<file path="config.mk">
export PLATFORM = sky130hd
export DESIGN_NAME = alu_share_sequencer
export DESIGN_NICKNAME = d
export VERILOG_FILES = /design/src/rtl/alu_share_sequencer.sv
export SDC_FILE = /design/constraint.sdc
export NUM_CORES = 1
export LEC_CHECK = 0
export CAP_MARGIN = 20
export CORE_MARGIN = 2
export CORE_UTILIZATION = 43
export DETAILED_ROUTE_END_ITERATION = 6
export GPL_ROUTABILITY_DRIVEN = 0
export HOLD_SLACK_MARGIN = 0.1
export PLACE_DENSITY = 0.86
export SYNTH_ARGS = -nofsm -noshare
export SYNTH_HDL_FRONTEND = slang
export SYNTH_SLANG_ARGS = --single-unit
</file>
<file path="constraint.sdc">
create_clock -name clk -period 10.39 [get_ports clk]
set_input_delay 2.078 -clock clk [delete_from_list [all_inputs] [get_ports clk]]
set_output_delay 2.078 -clock clk [all_outputs]
set_load 0.02 [all_outputs]
</file>
<file path="src/rtl/alu_share_sequencer.sv">
// Shares one external ALU between two requesters. Accepted operands are held
// stable for SETTLE cycles, then the result and flags are captured and a
// one-cycle done pulse goes back to the requester that was served.
module alu_share_sequencer #(
  parameter int unsigned SETTLE = 2
) (
  input  logic        clk,
  input  logic        reset,
  input  logic        req0,
  input  logic [31:0] a0,
  input  logic [31:0] b0,
  input  logic [2:0]  ctl0,
  input  logic        req1,
  input  logic [31:0] a1,
  input  logic [31:0] b1,
  input  logic [2:0]  ctl1,
  output logic [31:0] alu_a,
  output logic [31:0] alu_b,
  output logic [2:0]  alu_ctl,
  input  logic [31:0] alu_out,
  input  logic        alu_carry,
  input  logic        alu_zero,
  input  logic        alu_ovf,
  input  logic        alu_neg,
  output logic        busy,
  output logic        owner,
  output logic        done0,
  output logic        done1,
  output logic [31:0] result,
  output logic        res_carry,
  output logic        res_zero,
  output logic        res_ovf,
  output logic        res_neg
);

  localparam int unsigned CW = 4;
  localparam logic [CW-1:0] CNT_LOAD = CW'(SETTLE - 1);

  typedef enum logic [1:0] {IDLE, WAIT, RESP} state_t;

  state_t          state_q, state_d;
  logic [CW-1:0]   cnt_q, cnt_d;
  logic            prio_q, prio_d;   // requester that wins the next tie
  logic            grant;
  logic            owner_d, busy_d, done0_d, done1_d;
  logic [31:0]     alu_a_d, alu_b_d, result_d;
  logic [2:0]      alu_ctl_d;
  logic [3:0]      flags_d;

  // Next-state, arbitration, operand latch and result capture
  always_comb begin
    state_d   = state_q;
    cnt_d     = cnt_q;
    prio_d    = prio_q;
    grant     = 1'b0;
    owner_d   = owner;
    alu_a_d   = alu_a;
    alu_b_d   = alu_b;
    alu_ctl_d = alu_ctl;
    result_d  = result;
    flags_d   = {res_carry, res_zero, res_ovf, res_neg};

    case (state_q)
      IDLE: begin
        if (req0 || req1) begin
          grant     = (req0 && req1) ? prio_q : req1;
          owner_d   = grant;
          alu_a_d   = grant ? a1   : a0;
          alu_b_d   = grant ? b1   : b0;
          alu_ctl_d = grant ? ctl1 : ctl0;
          cnt_d     = CNT_LOAD;
          prio_d    = ~grant;
          state_d   = WAIT;
        end
      end
      WAIT: begin
        if (cnt_q == '0) begin
          result_d = alu_out;
          flags_d  = {alu_carry, alu_zero, alu_ovf, alu_neg};
          state_d  = RESP;
        end else begin
          cnt_d = cnt_q - CW'(1);
        end
      end
      RESP: begin
        state_d = IDLE;
      end
      default: begin
        state_d = IDLE;
      end
    endcase

    busy_d  = (state_d != IDLE);
    done0_d = (state_d == RESP) && !owner_d;
    done1_d = (state_d == RESP) &&  owner_d;
  end

  // State and registered outputs
  always_ff @(posedge clk or posedge reset) begin
    if (reset) begin
      state_q   <= IDLE;
      cnt_q     <= '0;
      prio_q    <= 1'b0;
      owner     <= 1'b0;
      busy      <= 1'b0;
      done0     <= 1'b0;
      done1     <= 1'b0;
      alu_a     <= '0;
      alu_b     <= '0;
      alu_ctl   <= '0;
      result    <= '0;
      res_carry <= 1'b0;
      res_zero  <= 1'b0;
      res_ovf   <= 1'b0;
      res_neg   <= 1'b0;
    end else begin
      state_q   <= state_d;
      cnt_q     <= cnt_d;
      prio_q    <= prio_d;
      owner     <= owner_d;
      busy      <= busy_d;
      done0     <= done0_d;
      done1     <= done1_d;
      alu_a     <= alu_a_d;
      alu_b     <= alu_b_d;
      alu_ctl   <= alu_ctl_d;
      result    <= result_d;
      res_carry <= flags_d[3];
      res_zero  <= flags_d[2];
      res_ovf   <= flags_d[1];
      res_neg   <= flags_d[0];
    end
  end

endmodule
</file>
==> metrics.yaml <==
crit_path_top_delay_cell: "and2_2"
syn-cell-area_um2: 5370
synthArstFlopShare_pct: 100
critPathRequiredTime_ns: 10.66
antenna_found_initial: 0
pwr_density_cell_nw_per_um2: 321
peakVddDrop_mv: 0.126
die_area_um2: 13400
core_um2: 12100
ctsHoldBuffers: 0
first_pass_iters: 5
synth_cells: 511
finalNetCount: 934
outcome: "completed"
yosysMostFrequentCell: "dfrtp_1"
grt_pass1_vias: 5546
drtIter0Drc: 536
synth_common_cells: "dfrtp_1, a21oi_1, nand3_1"
hp-class: "reg -> reg"
overflow: 0
cts_sinks: 114
finClkSkew_ns: 0.0101
dieWidth_um: 116
antenna_cells: 0
ys_seq_area_share_pct: 53.1
yosys_warnings: 0
cts_resized: 0
rsz0062_at_grt: "false"
grt_max_degree: 72
arrival_ns: 4.18
fin_ws_ns: 6.47
synth_nets: 686
synthToLayoutAreaGrowth_pct: 63.8
synthFlopType: "dfrtp_1"
wl_per_cell_um: 19.5
num_rows: 40
synth_cell_types: 35
cp-end-kind: "flop"
vias: 5436
routed_wl_um: 18300
num-fill-cells: 845
setup_violations: 0
synth_area_leaders: "dfrtp_1, a31oi_2, a21oi_1"
port_buffers: 280
worstSkewPairLatency_ns: 0.41
cts_buffer_depth: 2
min_from: "result[5]"
critPathMaxStageDelay_ns: 0.62
initial_utilization_pct: 44.4
rr_startpoint: "state_q[1]"
fin_hold_ws_ns: 0.489
synth-edff-count: 0
worst_pin_slew_ns: 1.10
fin_crit_ns: 3.92
synth_top_cell_by_area: "dfrtp_1"
fin_crit_sh_pct: 37.7
drt_drc_violations_left: 0
pre_cts_ws_ns: 6.06
hold_viol: 0
cts_tree: "built"
maxCapViolCount: 0
power.leakage_nw: 3.39
avgSynthCellArea_um2: 10.5
grt_usage_pct: 26.9
cp-startpoint: "req0"
postCtsSetupRepairBufs: 0
detailed_place.area_um2: 8160
setup-tns-final_ns: 0
crit_family: "buffers and inverters"
cp-start-kind: "input pin"
clk_pin_slew_ns: 0.06
grt_pass1_wl_um: 27900
report.final.slew_viol_count: 0
synth.top_cell.area_share_pct: 53.1
cp_max_fo: 36
cp_num_buf_inv: 2
slew_headroom_pct: 26.4
layout-drive-gt1-share_pct: 14.0
root_buffer: "clkbuf_16"
die_h_um: 116
dp_hpwl_um: 11800
clock.fmax_mhz: 255
cts_buffers: 17
final_area_um2: 8800
ys_ff_latch: 114
final_core_util_pct: 72.7
path_class: "in -> reg"
via_per_inst: 5.78
ios: 281
postRouteAntennaNets: 0
cts_max_level: 4
path_cells: "clkdlybuf4s50_1 -> or2_2 -> and2_2 -> buf_4 -> a31oi_2"
[through the flow]
step | total power, W | std cells
floorplan | 0.00158 | 511
global placement | 0.00214 | 908
CTS | 0.00284 | 940
global route | 0.00297 | 940
finish | 0.00283 | 940
detailed placement | 0.00219 | 908
[path summary, 6_finish.rpt]
check                        endpoint  slack (ns)  cells after the start
setup / recovery            alu_b[16]        6.47                      5
hold / removal              result[5]        0.49                      1
setup reg to reg            alu_b[16]        8.22                      4
hold reg to reg             result[5]        0.49                      1
max in group asynchronous  result[11]        7.03                      3
min in group asynchronous   alu_a[18]        2.10                      2
[logic make-up (layout without fill, tap and decap cells)]
family | Yosys count | count (layout) | share of synthesized area [%]
compound gates | 209 | 209 | 24.8
flops | 114 | 114 | 53.1
simple gates | 87 | 87 | 8.48
buf+inv | 63 | 324 | 5.66
mux | 37 | 37 | 7.75
fa+ha+maj | 1 | 1 | 0.233
[final cells by class]
| class | count | area, um^2 | area share, % |
|---|---|---|---|
| Sequential cell | 114 | 2850 | 32.4 |
| Timing Repair Buffer | 287 | 2850 | 32.4 |
| Multi-Input combinational cell | 334 | 2230 | 25.3 |
| Clock buffer | 18 | 439 | 4.99 |
| Tap cell | 168 | 210 | 2.39 |
| Clock inverter | 14 | 203 | 2.30 |
| Inverter | 5 | 21.3 | 0.242 |
[layer usage]
layer  global-route usage (%)  wire (um)  share of wire [%]  up-vias
met5                        0          0                  0        -
met4                     13.6        726                4.0        0
met1                     30.9       6650                 36     2603
met3                     6.28       1710                9.3       62
met2                     47.0       9250                 50      377
li1                         -          -                  -     2394
[cell usage in the layout (no fill, tap or decap), types with 2 or more instances in the layout]
cell type	count
inv_6	3
nor2_1	2
bufinv_16	4
mux2_1	7
a31oi_1	38
inv_1	3
nand3_1	67
a21oi_1	68
clkdlybuf4s50_1	279
dfrtp_1	114
o21ai_1	4
nor2b_1	2
clkbuf_16	17
nor3b_1	2
mux2_2	30
nand2_1	3
buf_4	7
a31oi_2	30
clkinv_4	5
o21ai_0	64
nor3_1	2
[state kept, by name (all words and copies together) (netlist names)]
| register | count |
|---|---|
| alu_a | 32 |
| alu_b | 32 |
| result | 32 |
| cnt_q | 4 |
| alu_ctl | 3 |
| state_q | 2 |
| busy | 1 |
| done0 | 1 |
| done1 | 1 |
| owner | 1 |
| prio_q | 1 |
| res_carry | 1 |
| res_neg | 1 |
| res_ovf | 1 |
| res_zero | 1 |
[power by group]
part	switching, W	total, W	internal, W
clock network	0.000221	0.000632	0.000411
registers	0.000137	0.000810	0.000673
logic	0.000730	0.00139	0.000657
total	0.00109	0.00283	0.00174
Note: power is estimated with default switching activity, not from simulation.
